[config.mk]
export PLATFORM = sky130hd
export DESIGN_NAME = icache_refill_ctrl
export DESIGN_NICKNAME = d
export VERILOG_FILES = /design/src/rtl/icache_refill_ctrl.sv
export SDC_FILE = /design/constraint.sdc
export NUM_CORES = 1
export LEC_CHECK = 0
export CORE_ASPECT_RATIO = 0.8
export CORE_MARGIN = 2
export CORE_UTILIZATION = 43
export CTS_CLUSTER_SIZE = 20
export DETAILED_ROUTE_END_ITERATION = 10
export GPL_TIMING_DRIVEN = 0
export PLACE_DENSITY = 0.75
export SLEW_MARGIN = 20
export SYNTH_ARGS = -nofsm -noshare
export SYNTH_HDL_FRONTEND = slang
export SYNTH_SLANG_ARGS = --single-unit
[constraint.sdc]
create_clock -name clk -period 2.7 [get_ports clk]
set_input_delay 0.27 -clock clk [delete_from_list [all_inputs] [get_ports clk]]
set_output_delay 0.27 -clock clk [all_outputs]
set_load 0.01 [all_outputs]
[src/rtl/icache_refill_ctrl.sv]
// Refill engine for the direct-mapped I-cache: fetches one block word by word
// over a single-outstanding memory port and returns each word as a one-cycle beat.
module icache_refill_ctrl #(
  parameter int          WORDSPERBLOCK  = 4,
  parameter int          TIMEOUT_CYCLES = 64,
  parameter logic [31:0] FILL_WORD      = 32'h00000013
) (
  input  logic        clk,
  input  logic        reset,
  input  logic        miss,
  input  logic [31:0] fetchaddr,
  output logic [31:0] ifetch,
  output logic        iready,
  output logic        mem_req,
  output logic [31:0] mem_addr,
  input  logic        mem_rvalid,
  input  logic [31:0] mem_rdata,
  output logic        busy,
  output logic        bus_err
);

  localparam int          WB         = $clog2(WORDSPERBLOCK);
  localparam int          OFFSETBITS = 2 + WB;
  localparam int          TW         = $clog2(TIMEOUT_CYCLES);
  localparam logic [31:0] BLOCK_MASK = ~((32'd1 << OFFSETBITS) - 32'd1);
  localparam logic [TW-1:0] TLAST    = TW'(TIMEOUT_CYCLES - 1);
  localparam logic [WB:0]   CNT_LAST = (WB + 1)'(WORDSPERBLOCK - 1);

  typedef enum logic [1:0] {IDLE, REQ, GAP, COOL} state_t;

  state_t      state, state_nxt;
  logic [WB:0] word_cnt;
  logic [WB:0] cnt_inc;
  logic [TW-1:0] timer;
  logic [31:0] base;
  logic [31:0] next_addr;
  logic        timeout;
  logic        word_done;
  logic        last_word;

  assign cnt_inc   = word_cnt + (WB + 1)'(1);
  assign next_addr = base + {{(29 - WB){1'b0}}, cnt_inc, 2'b00};
  assign timeout   = (timer == TLAST);
  assign word_done = (state == REQ) && (mem_rvalid || timeout);
  assign last_word = (word_cnt == CNT_LAST);

  assign busy    = (state != IDLE);
  assign mem_req = (state == REQ);

  always_ff @(posedge clk) begin
    if (reset) state <= IDLE;
    else       state <= state_nxt;
  end

  always_comb begin
    state_nxt = state;
    case (state)
      IDLE: if (miss) state_nxt = REQ;
      REQ:  if (word_done) state_nxt = last_word ? COOL : GAP;
      GAP:  state_nxt = REQ;
      // miss is still high here because the cache drops it a cycle after the last beat
      COOL: state_nxt = IDLE;
      default: state_nxt = IDLE;
    endcase
  end

  always_ff @(posedge clk) begin
    if (reset) begin
      word_cnt <= '0;
      timer    <= '0;
      base     <= '0;
      mem_addr <= '0;
      ifetch   <= '0;
      iready   <= 1'b0;
      bus_err  <= 1'b0;
    end else begin
      iready <= 1'b0;
      case (state)
        IDLE: begin
          if (miss) begin
            base     <= fetchaddr & BLOCK_MASK;
            mem_addr <= fetchaddr & BLOCK_MASK;
            word_cnt <= '0;
            timer    <= '0;
          end
        end
        REQ: begin
          timer <= timer + TW'(1);
          // a response arriving on the timeout cycle still counts as real data
          if (mem_rvalid) begin
            ifetch   <= mem_rdata;
            iready   <= 1'b1;
            word_cnt <= cnt_inc;
            mem_addr <= next_addr;
          end else if (timeout) begin
            ifetch   <= FILL_WORD;
            iready   <= 1'b1;
            bus_err  <= 1'b1;
            word_cnt <= cnt_inc;
            mem_addr <= next_addr;
          end
        end
        GAP: timer <= '0;
        default: ;
      endcase
    end
  end

endmodule

==> flow_summary_export.csv <==
group,metric,value,unit
outcome,status,"completed",
timing,tns,0,ns
clock_network,cts-buffers-inserted,9,
yosys,synth-simple-area-share,0.2368,
placed_design,port_buffers,129,
setup_path,regToRegSetupSlack,0.13,ns
floorplan,fp.dieH,97.33,µm
setup_path,crit_type,"register to register",
route,drtPass1Iterations,5,
yosys,synthMuxAreaShare,0.002138,
route,vias_per_cell,5.633,
grt,grt_pass1_wl,23850,µm
clock_network,clk_latency,0.35,ns
timing,fin_worst_skew,0.009087,ns
grt,grt_pass1_vias,4594,
timing,period_share,0.9531,
worst_hold_path,holdPathEnd,"mem_addr[12]$_SDFFE_PP0P_",
clock_network,ctsHoldBuffers,0,
final_layout,diodes,0,
setup_path,startpoint_type,"register",
timing,setup_viol,0,
route,drt-initial-drc-count,530,
yosys,netlist_area,4682,µm²
yosys,ys_seq_area_frac,0.4319,
pwr,vdd_drop_max,0.3443,mV
timing,relSlewSlack,0.4325,
floorplan,core_area,10720,µm²
yosys,synthAdderAreaFrac,0.01336,
clock_network,cts_tree,"done",
placed_design,hpwl,10950,µm
pwr,p_leak,2.315,nW
route,vias,4901,
clock_network,clk_pin_slew_worst_paths,0.07,ns
route,wl,14890,µm
job,maxCapViolCount,0,
yosys,synth_top_cell_by_area,"dfxtp_1",
final_layout,drive_above_1_share,0.07163,
grt,grt_max_degree,16,
timing,hold_viol,0,
floorplan,num_rows,34,
setup_path,endpoint_kind,"register",
placed_design,placed_cell_area,6157,µm²
worst_hold_path,hold_path_class,"register to register",
final_layout,fillers,950,
route,ant_nets,0,
route,post-route-drc-count,0,
floorplan,die_area,11740,µm²
yosys,ys.flop_type,"dfxtp_1",
setup_path,r2r_end,"mem_addr[20]$_SDFFE_PP0P_",
floorplan,fp.dieW,120.7,µm
final_layout,final_common_cell,"clkdlybuf4s50_1",
worst_hold_path,hold_path_startpoint,"mem_addr[12]$_SDFFE_PP0P_",
timing,fmax,0.3886,GHz
route,routedWlPerCell,17.12,µm
setup_path,required,2.99,ns
clock_network,cts_sinks,101,
grt,grt-ovfl-total,0,
yosys,avgSynthCellArea,8.072,µm²
floorplan,start_util,0.4367,
final_layout,layout_common_cells,"clkdlybuf4s50_1, nand2_1, dfxtp_1",
grt,antenna_found_initial,0,
timing,holdWs,0.4562,ns
pwr,power_density,542.0,nW/µm²
clock_network,clockRootBuffer,"clkbuf_16",
yosys,ys_top_cells_by_area,"dfxtp_1, nand2_1, a21oi_1",
placed_design,gp_congestion,0.8827,
yosys,synth_top_cell_area_share,0.4319,
final_layout,instances_no_fill,870,
setup_path,reg2reg_depth,11,
setup_path,critPathMaxFanout,9,
yosys,synth-xor-area-share,0.03928,
final_layout,nets,795,
clock_network,clock_path_buffers,2,
final_layout,final_cell_area,6481,µm²
yosys,synth_top_family_by_area,"simple AND/OR/NAND/NOR gates",
floorplan,ios,136,
clock_network,h-tree-depth,3,
final_layout,area_growth,38.43,%
setup_path,worstSetupStartpoint,"word_cnt[0]$_SDFFE_PP0P_",
timing,report.final.slew_viol_count,0,
yosys,synth_edf_count,0,
yosys,synth-compound-area-share,0.2191,
setup_path,r2r_start,"word_cnt[0]$_SDFFE_PP0P_",
placed_design,post-place-cells,854,
grt,track_usage,0.2564,
yosys,ys_types,57,
timing,tightestPinTransition,0.8473,ns
yosys,synth_warnings,0,
timing,rsz0062_at_grt,"no",
setup_path,worstPathArrival,2.86,ns
yosys,async_flop_share,0,
worst_hold_path,worst_hold_path.num_cells,2,
yosys,ys_ff_latch,101,
yosys,syn_inst,580,
timing,finalCriticalPeriod,2.573,ns
pwr,finalPower,3.513,mW
repair_timing:
| action | in CTS | in global routing |
|---|---|---|
| pin swaps | 1 | 0 |
| endpoints found under the setup margin | 6 | 8 |
| resized for setup | 7 | 3 |
| buffers inserted | 0 | 1 |
kinds of logic (layout without fill, tap and decap cells):
kind of cell,after synthesis,in the layout
DFF,101,101
xor gates and xnor gates,21,21
AOI/OAI and AO/OA,157,157
adders and majority gates,5,5
other,1,2
muxes,1,1
and+or+nand+nor,234,234
buffers and inverters,60,205
final cells by class:
cell class / instances / area [µm²] / share of cell area
Buffer: 45 / 211.5 / 0.03263
Inverter: 15 / 56.30 / 0.008687
Multi-Input combinational cell: 420 / 2442 / 0.3768
Tap cell: 144 / 180.2 / 0.02780
Timing Repair Buffer: 130 / 1299 / 0.2004
Clock inverter: 3 / 22.52 / 0.003475
Clock buffer: 12 / 246.5 / 0.03803
Sequential cell: 101 / 2023 / 0.3122
synth_stat cells, types with 8 or more instances:
cell / number
nor3_1: 8
nand2_1: 101
inv_1: 14
nor4_1: 8
o21ai_0: 12
xnor2_1: 17
a21oi_1: 69
a22oi_1: 31
clkbuf_1: 30
dfxtp_1: 101
buf_2: 8
nor2_1: 73
nand3_1: 8
registers in the layout, indices dropped and copies added (netlist names):
register / flops
ifetch: 32
base: 28
mem_addr: 28
timer: 6
word_cnt: 3
state: 2
bus_err: 1
iready: 1
worst max-delay path by stage:
stage                     cells after the start  slack [ns]                        end
after floorplan                              11        0.14  mem_addr[20]$_SDFFE_PP0P_
after global placement                       11       -0.12  mem_addr[18]$_SDFFE_PP0P_
after detailed placement                     11       -0.18  mem_addr[18]$_SDFFE_PP0P_
after CTS                                    10       -0.01  mem_addr[31]$_SDFFE_PP0P_
after global routing                         11       0.002  mem_addr[20]$_SDFFE_PP0P_
final                                        11        0.13  mem_addr[20]$_SDFFE_PP0P_
routing by layer:
layer | routed length, µm | GRT usage
met5 | 0 | 0
met4 | 256 | 0.08587
met3 | 1013 | 0.04636
met2 | 6824 | 0.3981
met1 | 6798 | 0.3591
worst max-delay path, cell delays in order, from the launching register on:
cell	delay, ns
dfxtp_2	0.34
ha_1	0.20
ha_1	0.28
inv_2	0.08
ha_4	0.15
ha_4	0.15
nand3_4	0.12
or2_1	0.25
buf_4	0.18
or3_1	0.36
a32o_1	0.28
a21oi_2	0.12
where the power goes:
part	total, mW	switching, mW	internal (mW)
clock	1.21	0.564	0.648
sequential	1.66	0.0809	1.58
combinational	0.639	0.325	0.314
total	3.51	0.970	2.54
stage by stage:
stage,setup WS [ns],utilization
after global routing,0.002213,0.6046
after floorplan,0.1412,-
after detailed placement,-0.1781,0.5743
final,0.1266,0.6046
after global placement,-0.1214,0.5743
after CTS,-0.01299,0.6028
(Power assumes the default switching activity.)
